### config.mk
export PLATFORM = sky130hd
export DESIGN_NAME = peak_spectrum_renderer
export DESIGN_NICKNAME = d
export VERILOG_FILES = /design/src/rtl/renderer_pkg.sv /design/src/rtl/bin_log2.sv /design/src/rtl/peak_spectrum_renderer.sv
export SDC_FILE = /design/constraint.sdc
export NUM_CORES = 1
export LEC_CHECK = 0
export ABC_AREA = 1
export ABC_CLOCK_PERIOD_IN_PS = 12100
export CORE_ASPECT_RATIO = 0.75
export CORE_UTILIZATION = 35
export DETAILED_ROUTE_END_ITERATION = 12
export GPL_ROUTABILITY_DRIVEN = 0
export SYNTH_ARGS = -nofsm -noshare
export SYNTH_HDL_FRONTEND = slang
export SYNTH_SLANG_ARGS = --single-unit
### constraint.sdc
create_clock -name i_clk -period 12.1 [get_ports i_clk]
set_input_delay 2.42 -clock i_clk [delete_from_list [all_inputs] [get_ports i_clk]]
set_output_delay 2.42 -clock i_clk [all_outputs]
set_load 0.05 [all_outputs]
### src/rtl/renderer_pkg.sv
// -----------------------------------------------------------------------------
// renderer_pkg
// Shared types and constants for the peak spectrum renderer.
//   state_t  : update-handshake states (S_WAIT = nothing pending,
//              S_PEND = shadow holds a spectrum waiting for a blanking edge)
//   C_BLACK, C_GREEN, C_WHITE : 24-bit {R,G,B} pixel colours
// -----------------------------------------------------------------------------
package renderer_pkg;

  typedef enum logic [0:0] {
    S_WAIT = 1'b0,
    S_PEND = 1'b1
  } state_t;

  localparam logic [23:0] C_BLACK = 24'h000000;
  localparam logic [23:0] C_GREEN = 24'h00FF00;
  localparam logic [23:0] C_WHITE = 24'hFFFFFF;

endpackage

### src/rtl/bin_log2.sv
// -----------------------------------------------------------------------------
// bin_log2
// Combinational magnitude-to-level converter for one spectrum bin: the level
// is the index of the most significant set bit (0 for a zero input), clipped
// to the largest value representable in LEVEL_W bits.
//   i_data  : DATA_W-bit FFT magnitude
//   o_level : LEVEL_W-bit bar level
// -----------------------------------------------------------------------------
module bin_log2 #(
  parameter int DATA_W  = 16,
  parameter int LEVEL_W = 4
) (
  input  logic [DATA_W-1:0]  i_data,
  output logic [LEVEL_W-1:0] o_level
);

  localparam int LMAX = (2 ** LEVEL_W) - 1;

  int w_msb;

  // Priority scan: the highest set bit is the last one to write w_msb.
  always_comb begin
    w_msb = 0;
    for (int i = 0; i < DATA_W; i++) begin
      if (i_data[i]) begin
        w_msb = i;
      end else begin
        w_msb = w_msb;
      end
    end
    if (w_msb > LMAX) begin
      o_level = LEVEL_W'(LMAX);
    end else begin
      o_level = LEVEL_W'(w_msb);
    end
  end

endmodule

### src/rtl/peak_spectrum_renderer.sv
// -----------------------------------------------------------------------------
// peak_spectrum_renderer
// Renders an FFT magnitude spectrum as vertical green bars with optional white
// falling peak markers on a VGA raster. New spectra are held in a shadow
// buffer and only committed to the displayed levels while the frame is not
// being scanned, so a bar never changes height mid-frame.
//   i_clk, i_rst          : clock, synchronous active-high reset
//   i_fft_data            : NUM_BINS x DATA_W magnitudes, bin b at [b*DATA_W +: DATA_W]
//   i_fft_done            : one-cycle valid strobe for i_fft_data
//   i_VGA_X, i_VGA_Y      : current pixel coordinate
//   i_VGA_lock            : high while the frame is being scanned
//   i_peak_en             : enable white peak markers
//   o_VGA_R/G/B           : registered pixel colour (one cycle after X/Y)
// -----------------------------------------------------------------------------
module peak_spectrum_renderer
  import renderer_pkg::*;
#(
  parameter int NUM_BINS     = 16,
  parameter int DATA_W       = 16,
  parameter int LEVEL_W      = 4,
  parameter int BAR_W        = 32,
  parameter int GAP_W        = 4,
  parameter int UNIT_H       = 30,
  parameter int SCREEN_H     = 480,
  parameter int DECAY_FRAMES = 4
) (
  input  logic                         i_clk,
  input  logic                         i_rst,
  input  logic [NUM_BINS*DATA_W-1:0]   i_fft_data,
  input  logic                         i_fft_done,
  input  logic [10:0]                  i_VGA_X,
  input  logic [10:0]                  i_VGA_Y,
  input  logic                         i_VGA_lock,
  input  logic                         i_peak_en,
  output logic [7:0]                   o_VGA_R,
  output logic [7:0]                   o_VGA_G,
  output logic [7:0]                   o_VGA_B
);

  localparam int OFF_W = $clog2(BAR_W);
  localparam int BIN_W = (NUM_BINS > 1) ? $clog2(NUM_BINS) : 1;
  localparam int DW    = $clog2(DECAY_FRAMES + 1);
  // Signed height arithmetic wide enough for the full screen, the tallest
  // bar and any 11-bit Y, so tops above the screen stay negative.
  localparam int HW    = $clog2(SCREEN_H + (2 ** LEVEL_W) * UNIT_H + 2048) + 1;

  localparam logic signed [HW-1:0] C_SCREEN_H = HW'(SCREEN_H);
  localparam logic signed [HW-1:0] C_UNIT_H   = HW'(UNIT_H);
  localparam logic signed [HW-1:0] C_TWO      = HW'(2);

  state_t                r_state;
  state_t                w_state_next;
  logic [NUM_BINS*DATA_W-1:0] r_shadow;
  logic [LEVEL_W-1:0]    r_level [NUM_BINS];
  logic [LEVEL_W-1:0]    r_peak  [NUM_BINS];
  logic [DW-1:0]         r_decay [NUM_BINS];
  logic [LEVEL_W-1:0]    w_new_level  [NUM_BINS];
  logic [LEVEL_W-1:0]    w_level_next [NUM_BINS];
  logic                  r_origin_prev;
  logic [23:0]           r_rgb;

  logic                  w_commit;
  logic                  w_at_origin;
  logic                  w_frame_start;

  assign w_commit      = (r_state == S_PEND) && !i_VGA_lock;
  assign w_at_origin   = (i_VGA_X == 11'd0) && (i_VGA_Y == 11'd0);
  assign w_frame_start = w_at_origin && !r_origin_prev;

  // Per-bin level conversion always looks at the shadow, so a commit that
  // coincides with a new capture still uses the older spectrum.
  for (genvar g = 0; g < NUM_BINS; g++) begin : g_bin
    bin_log2 #(
      .DATA_W (DATA_W),
      .LEVEL_W(LEVEL_W)
    ) u_log2 (
      .i_data (r_shadow[g*DATA_W +: DATA_W]),
      .o_level(w_new_level[g])
    );
  end

  // Next-state logic for the shadow/commit handshake.
  always_comb begin
    w_state_next = r_state;
    case (r_state)
      S_WAIT: begin
        if (i_fft_done) begin
          w_state_next = S_PEND;
        end else begin
          w_state_next = S_WAIT;
        end
      end
      S_PEND: begin
        if (w_commit && !i_fft_done) begin
          w_state_next = S_WAIT;
        end else begin
          w_state_next = S_PEND;
        end
      end
      default: w_state_next = S_WAIT;
    endcase
  end

  // State register, shadow capture (latest strobe wins) and frame-start history.
  always_ff @(posedge i_clk) begin
    if (i_rst) begin
      r_state       <= S_WAIT;
      r_shadow      <= '0;
      r_origin_prev <= 1'b0;
    end else begin
      r_state       <= w_state_next;
      r_origin_prev <= w_at_origin;
      if (i_fft_done) begin
        r_shadow <= i_fft_data;
      end
    end
  end

  // Level each bin will hold after this edge; peaks never decay below it.
  always_comb begin
    for (int b = 0; b < NUM_BINS; b++) begin
      if (w_commit) begin
        w_level_next[b] = w_new_level[b];
      end else begin
        w_level_next[b] = r_level[b];
      end
    end
  end

  // Levels, peak hold and peak decay. A commit that raises (or equals) the
  // peak overrides any decay step in the same cycle.
  always_ff @(posedge i_clk) begin
    if (i_rst) begin
      for (int b = 0; b < NUM_BINS; b++) begin
        r_level[b] <= '0;
        r_peak[b]  <= '0;
        r_decay[b] <= '0;
      end
    end else begin
      for (int b = 0; b < NUM_BINS; b++) begin
        r_level[b] <= w_level_next[b];
        if (w_commit && (w_new_level[b] >= r_peak[b])) begin
          r_peak[b]  <= w_new_level[b];
          r_decay[b] <= '0;
        end else if (w_frame_start) begin
          if (r_decay[b] == DW'(DECAY_FRAMES - 1)) begin
            r_decay[b] <= '0;
            if (r_peak[b] > w_level_next[b]) begin
              r_peak[b] <= r_peak[b] - 1'b1;
            end
          end else begin
            r_decay[b] <= r_decay[b] + 1'b1;
          end
        end
      end
    end
  end

  // Pixel mapping.
  logic [10:0]              w_bin;
  logic [OFF_W-1:0]         w_off;
  logic [BIN_W-1:0]         w_sel;
  logic [LEVEL_W-1:0]       w_lvl;
  logic [LEVEL_W-1:0]       w_pk;
  logic signed [HW-1:0]     w_lvl_s;
  logic signed [HW-1:0]     w_pk_s;
  logic signed [HW-1:0]     w_y_s;
  logic signed [HW-1:0]     w_bar_top;
  logic signed [HW-1:0]     w_peak_top;
  logic                     w_black_zone;
  logic [23:0]              w_rgb;

  assign w_bin      = i_VGA_X >> OFF_W;
  assign w_off      = i_VGA_X[OFF_W-1:0];
  assign w_sel      = w_bin[BIN_W-1:0];
  assign w_lvl      = r_level[w_sel];
  assign w_pk       = r_peak[w_sel];
  assign w_lvl_s    = $signed({{(HW-LEVEL_W){1'b0}}, w_lvl});
  assign w_pk_s     = $signed({{(HW-LEVEL_W){1'b0}}, w_pk});
  assign w_y_s      = $signed({{(HW-11){1'b0}}, i_VGA_Y});
  assign w_bar_top  = C_SCREEN_H - (w_lvl_s * C_UNIT_H);
  assign w_peak_top = C_SCREEN_H - (w_pk_s * C_UNIT_H);
  // Out-of-range bins are masked here, so the truncated w_sel lookup is harmless.
  assign w_black_zone = (w_bin >= 11'(NUM_BINS)) ||
                        (w_off >= OFF_W'(BAR_W - GAP_W)) ||
                        (i_VGA_Y >= 11'(SCREEN_H));

  // Colour priority: blank zones, then peak marker, then bar body.
  always_comb begin
    w_rgb = C_BLACK;
    if (w_black_zone) begin
      w_rgb = C_BLACK;
    end else if (i_peak_en && (w_pk != '0) &&
                 (w_y_s >= (w_peak_top - C_TWO)) && (w_y_s < w_peak_top)) begin
      w_rgb = C_WHITE;
    end else if (w_y_s >= w_bar_top) begin
      w_rgb = C_GREEN;
    end else begin
      w_rgb = C_BLACK;
    end
  end

  // Registered colour output.
  always_ff @(posedge i_clk) begin
    if (i_rst) begin
      r_rgb <= 24'h000000;
    end else begin
      r_rgb <= w_rgb;
    end
  end

  assign o_VGA_R = r_rgb[23:16];
  assign o_VGA_G = r_rgb[15:8];
  assign o_VGA_B = r_rgb[7:0];

endmodule

* Word-level counts from Yosys, hierarchy flattened
Memories as Yosys holds them, arrays and structs flattened.
Cells that the tools add are included.
** Cells by class
- Add/subtract/negate cells :: 35
- Multiply operators :: 2
- Magnitude comparators :: 54
- Equality and inequality tests :: 16
- Multiplexer cells :: 680
- Bitwise gates (word level) :: 97
- Reduce and logical (&&, ||, !) cells :: 32
** Operators with widths (count)
- $mux 4 :: 208
- $mux 3 :: 112
- $mux 1 :: 325
- $or 1x1->1 :: 96
- $ge 4x4->1 :: 16
- $gt 4x4->1 :: 16
- $gt 4x4->1 const B :: 16
- $mux 2 :: 32
- $sub 4x1->4 const B :: 16
- $add 3x1->3 const B :: 16
- $eq 3x2->1 const B :: 16
- $mux 24 :: 1
- $logic_and 1x1->1 :: 23
- $logic_not 11->1 :: 2
- $sub 9x9->10 const A :: 2
- $mul 4x4->8 const B :: 2
- $mux 16 :: 1
- $ge 12x10->1 :: 1
- $ge 12x11->1 :: 1
- $lt 12x10->1 :: 1
- $ge 11x9->1 const B :: 1
- $sub 10x3->11 const B :: 1
- $ge 6x5->1 const B :: 1
- $ge 5x5->1 const B :: 1
- 6 further kinds :: 9
** Storage, ports and cells
- Register bits :: 282
- Memory bits (writable) :: 176
- Input port bits :: 283
- Output and inout bits :: 24
- Logic and storage cells :: 923
- Memories kept :: 3
** Memories
- r_level :: words 16, bits a word 4, read ports 17, clocked after memory_dff 0, wr ports 16, RTL line peak_spectrum_renderer.sv:54 : logic [LEVEL_W-1:0] r_level [NUM_BINS];
- r_peak :: words 16, bits a word 4, read ports 17, clocked after memory_dff 0, wr ports 16, RTL line peak_spectrum_renderer.sv:55 : logic [LEVEL_W-1:0] r_peak [NUM_BINS];
- r_decay :: words 16, bits a word 3, read ports 16, clocked after memory_dff 0, wr ports 16, RTL line peak_spectrum_renderer.sv:56 : logic [DW-1:0] r_decay [NUM_BINS];

* Logic depth before layout (Yosys ltp)
Gate-level depths: netlist of the first run.
- Depth after elaboration :: 26
- Depth in mapped cells :: 36
- Mapped depth without buffers :: 32

* Modules after synthesis
From an unflattened synthesis of the first run, not the netlist that was laid out.
** Second synthesis, totals
- Cell total of the unflattened synthesis :: 3622
- Area total of the unflattened synthesis :: 26183.9 um^2
** By module, submodules not included
- peak_spectrum_renderer :: instances 1, cells an instance 2966, area each 23501.3 um^2, seq. area each 9849.4 um^2
- bin_log2 :: instances 16, cells an instance 41, area each 167.7 um^2, seq. area each 0.0 um^2

* Least setup slack after synthesis of the first run
OpenSTA, ideal clock, no wires.
- Path kind :: in2reg
- Start :: input port i_VGA_X[5]
- End :: register r_rgb[15]
- Library setup time :: 117 ps
- Arrival :: 7557 ps
- Required time :: 11983 ps
- Slack :: 4426 ps
- Cell stages on the path :: 31
- Buffers on the path :: 5
- Path through :: buf_6 > buf_6 > buf_2 > buf_2 > clkbuf_1 > o21ai_0 > nand3_1 > a31oi_1 > inv_1 > fa_1 > fa_1 > inv_1 > fa_1 > xnor2_1 > inv_1 > nor2_1 > nand2_1 > xor2_1 > inv_1 > nor2_1 > nand2_1 > o21ai_0 > inv_1 > ha_1 > a21o_1 > a21oi_1 > nand3_1 > a41oi_1 > nand3_1 > nand3_1 > nand2_1
** Between the ends
- Word-level cells in the longest chain between the ends :: 8
- Elaborated cells between the ends (all ways) :: 20
- Those cells by class :: add/sub (3); mul (2); order compare (4); mux (2); reduce/logical (7); memory (2)
** Ends and longest elaborated chain
- from (decl) :: RTL line peak_spectrum_renderer.sv:31 : input logic [10:0] i_VGA_X,
- $mem_v2 16x4
- $mul 4x4->8 :: RTL line peak_spectrum_renderer.sv:182 : assign w_peak_top = C_SCREEN_H - (w_pk_s * C_UNIT_H);
- $sub 9x9->10 :: RTL line peak_spectrum_renderer.sv:182
- $sub 10x3->11 :: RTL line peak_spectrum_renderer.sv:194 : (w_y_s >= (w_peak_top - C_TWO)) && (w_y_s < w_peak_top)) begin
- $ge 12x11->1 :: RTL line peak_spectrum_renderer.sv:194
- $logic_and 1x1->1 :: RTL line peak_spectrum_renderer.sv:193 : end else if (i_peak_en && (w_pk != '0) &&
- $logic_and 1x1->1 :: RTL line peak_spectrum_renderer.sv:194
- $mux 24 :: RTL line peak_spectrum_renderer.sv:193
- to (signal assigned) :: RTL line peak_spectrum_renderer.sv:208 : r_rgb <= w_rgb;
- to (decl) :: RTL line peak_spectrum_renderer.sv:60 : logic [23:0] r_rgb;
Several ways; a longest one is shown, not always the timed one.
A chain may end at the register's enable or synchronous reset.

* Final worst setup path of the first run
- Start :: input port i_VGA_X[6]
- End :: register r_rgb[15]
Same word-level chain as after synthesis.

==> results of run 1 <==
critical path: cells and delay by family:
| kind | cells | cell delay, ns |
|---|---|---|
| simple gates | 9 | 0.95 |
| fa+ha+maj | 4 | 1.74 |
| compound gates | 7 | 1.38 |
| xor+xnor | 2 | 0.54 |
| buf+inv | 9 | 2.26 |
placed cells by master, fill, tap and decap left out, drive strengths merged, types with 42 or more instances in the layout:
cell           instances
clkdlybuf4s50        287
nand2                412
dfxtp                308
clkbuf                70
nor2                 361
nand4                 42
inv                  476
nand3                155
a21oi                350
edfxtp               112
ha                   232
o21ai                442
per-layer routing:
layer / track usage / vias to the layer above / routed length [µm]
li1: - / 11500 / -
met1: 0.276 / 9942 / 34400
met2: 0.285 / 464 / 28800
met3: 0.0405 / 99 / 4480
met4: 0.0553 / 8 / 1620
met5: 0 / - / 62
flip-flops by register name, summed over array words and instances (netlist names):
name / cells
r_origin_prev: 1
r_decay: 48
r_state: 1
r_rgb: 2
r_peak: 64
r_level: 64
r_shadow: 240
worst paths after layout:
kind	cells after the start	slack, ns	startpoint	to
hold reg to reg	2	0.46	r_shadow[113]	r_shadow[113]
hold / removal	2	0.46	r_shadow[113]	r_shadow[113]
setup reg to reg	28	5.83	r_peak[0][2]	r_rgb[15]
setup / recovery	31	3.22	i_VGA_X[6]	r_rgb[15]
synthesized netlist by cell type, drive strengths merged, types with 9 or more instances:
cell type and number:
a21oi 350, buf 41, clkbuf 115, dfxtp 308, edfxtp 112, fa 10, ha 232, inv 472
mux2i 14, nand2 412, nand3 155, nand4 42, nor2 361, nor3 9, nor4 31, o211ai 25
o21a 12, o21ai 442, o21bai 31, o31ai 9, xnor2 21, xor2 32
cell type report:
| class | instances | area share |
|---|---|---|
| Clock inverter | 16 | 0.00362 |
| Inverter | 476 | 0.0600 |
| Multi-Input combinational cell | 2241 | 0.431 |
| Tap cell | 946 | 0.0394 |
| Sequential cell | 420 | 0.317 |
| Clock buffer | 70 | 0.0482 |
| Antenna cell | 2 | 0.000166 |
| Timing Repair Buffer | 307 | 0.101 |
where the power goes:
| part | total [mW] | internal, mW | switching (mW) |
|---|---|---|---|
| Clock | 1.45 | 0.830 | 0.624 |
| Combinational | 1.18 | 0.474 | 0.702 |
| Sequential | 1.60 | 1.54 | 0.0580 |
kinds of logic after synthesis:
family	Yosys count
xor gates and xnor gates	53
muxes	14
and+or+nand+nor	1016
DFF	420
adders and majority gates	242
AOI/OAI and AO/OA	916
buffers and inverters	632
==> metrics.cfg, run 1 <==
[clocking]
postCtsSetupBuffers = 0
cts_root_buffer = clkbuf_16
clk_latency_ns = 0.61
cts_buffers = 47
cts-resized-gates = 0
htreeDepth = 2
cts_tree = built
cts_hold_buffers = 0
cts.sinks = 420
cts_buffer_depth = 3
clk_pin_slew_worst_paths_ns = 0.06

[routing]
wire_per_inst_um = 15.5
drc = 0
via_per_inst = 4.91
postRouteAntennaNets = 0
first_iter_violations = 1598
dr.pass1.iters = 5
wl_mm = 69.4
vias = 22000

[power]
ir_worst_vdd_v = 0.0000939
leakagePower_nw = 13.4
p_per_area_nw_per_um2 = 141
power.total_mw = 4.23

[timing]
max_clock_freq_ghz = 0.113
relSlewSlack = 0.302
holdWs_ns = 0.460
worstMarginPinSlew_ns = 1.04
layout_setup_ws_ns = 3.22
hold_viol_final = 0
fin_tns_setup_ns = 0
period_share = 0.734
finalCriticalPeriod_ns = 8.88
drv_slew = 0
setup_viol = 0
rsz0062_at_grt = false
skew_ns = 0.0300

[final_layout]
drive_gt1_frac = 0.0343
fillers = 7141
stdcell_count = 4478
multi_input_area_um2 = 13000
syn_to_final_growth_pct = 20.4
final_cell_area_um2 = 30100
seqCellArea_um2 = 9530
final_util = 0.428
fin_nets = 4018

[synthesis]
synth_top_area_share = 0.247
yosysWarnings = 0
synth_compound_gate_area_share = 0.197
synth_cells = 3293
yosysSeqAreaShare = 0.382
yosysTopAreaCell = dfxtp_1
synth_top_family_by_area = compound AO/OA/AOI/OAI gates
synth-edff-count = 112
ys_types = 54
ys.flop_type = dfxtp_1
syn-cell-area_um2 = 25000
synth_area_leaders = dfxtp_1, edfxtp_1, ha_1, o21ai_0, inv_1
synthAdderAreaFrac = 0.124
synth_seq_cells = 420
synth.area.mux_share = 0.00561
synth_fp_nets = 3818
synth_xor_area_frac = 0.0186
synth-simple-area-share = 0.173
async_reset_ff_frac = 0
synth_area_per_cell_um2 = 7.58

[placed_design]
dpl_cell_area_um2 = 28500
port-buffer-count = 290
place_hpwl_mm = 51.3
post-place-cells = 4390
dpl_worst_slack_ns = 2.67

[worst_setup_path]
path_max_fanout = 35
cp_slowest_cell = inv_1
required_ns = 12.57
cpMostUsedCell = inv_1
worstPathArrival_ns = 9.35
critPathKind = input port to register
start_kind = input port
end_kind = register
slowest_delay_ns = 0.68

[die]
die-area_um2 = 72400
initial_core_util = 0.355
num_rows = 84
die_y_um = 233
ios = 307
core_um2 = 70300
die_w_um = 310

[min_path]
hp-class = register to register

[grt]
grt_pass1_vias = 20900
track_usage = 0.191
grt_start_max_net_pins = 183
grt_pass1_wl_mm = 111
grt_overflow = 0
antenna_found_initial = 6

[job]
maxCapViolations = 0

[status]
status = complete, no violations

(Power assumes the default switching activity.)
==> run 2, diff against run 1 <==
Settings changed: ABC_CLOCK_PERIOD_IN_PS 12100 to 8420.
Clock period 12.1 ns to 8.42 ns, I/O delays scaled along.
==> run 2 against run 1 <==
Global-route usage grew 0.11 points. Setup slack lost 2.2 ns. Non-clock buffer count grew 3. Register-to-register slack lost 3.6 ns. Combinational power grew 44%. Clock-buffer cell count shrank 8. Largest cell class unchanged. Clock skew shrank 0.0038 ns. Highest routed layer unchanged.
==> metrics.cfg, run 2 (synthesis gave the netlist of run 1 again) <==
[grt]
antenna_found_initial = 6  ; unchanged
track_usage = 0.193  ; +0.00106
grt-busiest-layer = met2
met1_usage = 0.279  ; +0.00301
grtUsageMet3 = 0.0364  ; -0.00408
grt_overflow = 0  ; unchanged
grt_start_max_net_pins = 232  ; +27%
grt_pass1_wl_mm = 112  ; +0.48%
grt_pass1_vias = 20900  ; +0.12%
use_met2 = 0.292  ; +0.00746

[final_layout]
fillers = 7158  ; +0.24%
drive_gt1_frac = 0.0348  ; +0.000527
final_cell_area_um2 = 30100  ; about the same
stdcell_count = 4481  ; +0.067%
layout_common_cells = inv_1, o21ai_0, nand2_1
largest_reg_flops = 240  ; unchanged
syn_to_final_growth_pct = 20.3  ; about the same
top_regs = r_shadow x240, r_level x64, r_peak x64
top_register = r_shadow
fin_nets = 4022  ; +0.10%
final_util = 0.427  ; about the same
final_common_cell = inv_1

[power]
p_comb_frac = 0.281  ; +0.003
leakagePower_nw = 13.3  ; about the same
p_per_area_nw_per_um2 = 201  ; +43%
switching_share = 0.330  ; +0.00299
power.total_mw = 6.05  ; +43%
switching_power_mw = 2.00  ; +44%
intPower_mw = 4.05  ; +42%
seqPwrFrac = 0.380  ; +0.002
ir_worst_vdd_v = 0.000136  ; +44%
clkPwrFrac = 0.339  ; -0.005

[worst_setup_path]
end_kind = register
path_max_fanout = 11  ; -69%
cpMostUsedCell = inv_1
cp_slowest_cell = fa_1
start_kind = input port
rr_worst_depth = 28  ; unchanged
worstSetupStartpoint = i_VGA_X[6]
r2r-start = r_peak[0][2]
critPathKind = input port to register
worstPathArrival_ns = 7.91  ; -1.44 ns
required_ns = 8.90  ; -3.67 ns
slowest_delay_ns = 0.54  ; -0.14 ns

[timing]
rsz0062_at_grt = false
drv_slew = 0  ; unchanged
setup_viol = 0  ; unchanged
relSlewSlack = 0.283  ; -0.0195
worstMarginPinSlew_ns = 1.07  ; +0.0290 ns
holdWs_ns = 0.456  ; -0.00387 ns
layout_setup_ws_ns = 0.982  ; -2.24 ns
hold_viol_final = 0  ; unchanged
skew_ns = 0.0262  ; -0.00380 ns
max_clock_freq_ghz = 0.134
finalCriticalPeriod_ns = 7.44
period_share = 0.883
fin_tns_setup_ns = 0  ; unchanged

[placed_design]
place_hpwl_mm = 51.6  ; +0.62%
dpl_cell_area_um2 = 28500  ; +0.12%
dpl_worst_slack_ns = 0.421  ; -2.25 ns
port-buffer-count = 290  ; unchanged
post-place-cells = 4393  ; +0.068%

[clocking]
clk_latency_ns = 0.59  ; -0.02 ns
cts_buffers = 48  ; +2.1%
cts_root_buffer = clkbuf_16
postCtsSetupBuffers = 0  ; unchanged
cts_tree = built
htreeDepth = 2  ; unchanged
cts_hold_buffers = 0  ; unchanged
cts-resized-gates = 0  ; unchanged
cts_buffer_depth = 3  ; unchanged
clk_pin_slew_worst_paths_ns = 0.06  ; about the same
cts.sinks = 420  ; unchanged

[die]
initial_core_util = 0.355  ; unchanged
num_rows = 84  ; unchanged
die_w_um = 310  ; unchanged
ios = 307  ; unchanged
die_y_um = 233  ; unchanged
die-area_um2 = 72400  ; unchanged
core_um2 = 70300  ; unchanged

[routing]
wl_mm = 69.9  ; +0.71%
first_iter_violations = 1608  ; +0.63%
via_per_inst = 4.97  ; +1.3%
dr.pass1.iters = 5  ; unchanged
wire_per_inst_um = 15.6  ; +0.64%
drc = 0  ; unchanged
vias = 22300  ; +1.3%
postRouteAntennaNets = 0  ; unchanged

[job]
maxCapViolations = 0  ; unchanged

[min_path]
hp-class = register to register
worstHoldStart = r_shadow[81]
holdPathStages = 2  ; unchanged

[status]
status = complete, no violations

## run 2: changes by cell type in the layout (fill, tap and decap cells not counted), sizes merged
cell      before  now
diode          2    1
clkbuf        70   62
clkinvlp       1    3
bufinv         0    2
inv          476  477
clkinv        15   19
buf           20   23
## run 2: final cells by class
| class | instances | area (µm²) | area share |
|---|---|---|---|
| diodes | 1 | 2.50 | 0.0000833 |
| clock buffers | 62 | 1290 | 0.0431 |
| clock inverters | 25 | 219 | 0.00729 |
| inverters | 476 | 1800 | 0.0600 |
| multi-input cells | 2241 | 13000 | 0.431 |
| flip-flops and latches | 420 | 9530 | 0.317 |
| well taps | 946 | 1180 | 0.0394 |
| repair buffers | 310 | 3070 | 0.102 |
## run 2: worst paths after layout
check / endpoint / slack [ns]
max: r_rgb[15] / 0.98
min: r_shadow[81] / 0.46
max reg2reg: r_rgb[15] / 2.24
min reg2reg: r_shadow[81] / 0.46
## run 2: critical path: cells and delay by family
family / cells / cell delay (ns)
AO/OA/AOI/OAI: 8 / 1.34
AND/OR/NAND/NOR: 10 / 1.01
adder cells (fa/ha/maj): 4 / 1.74
XOR/XNOR: 2 / 0.54
buffers and inverters: 7 / 1.57
## run 2: power groups by stage
| stage | Combinational (mW) | Sequential (mW) | Clock [mW] |
|---|---|---|---|
| after floorplan | 1.22 | 2.32 | 0 |
| after global placement | 1.67 | 2.34 | 0 |
| after detailed placement | 1.69 | 2.34 | 0 |
| after CTS | 1.70 | 2.30 | 2.10 |
| after global routing | 1.97 | 2.32 | 2.19 |
| final | 1.70 | 2.30 | 2.05 |
## run 2: layer usage
| layer | vias up | part of all wire |
|---|---|---|
| met5 | - | 0.00066 |
| met3 | 99 | 0.064 |
| met1 | 10200 | 0.50 |
| met2 | 518 | 0.42 |
| li1 | 11500 | - |
| met4 | 8 | 0.020 |
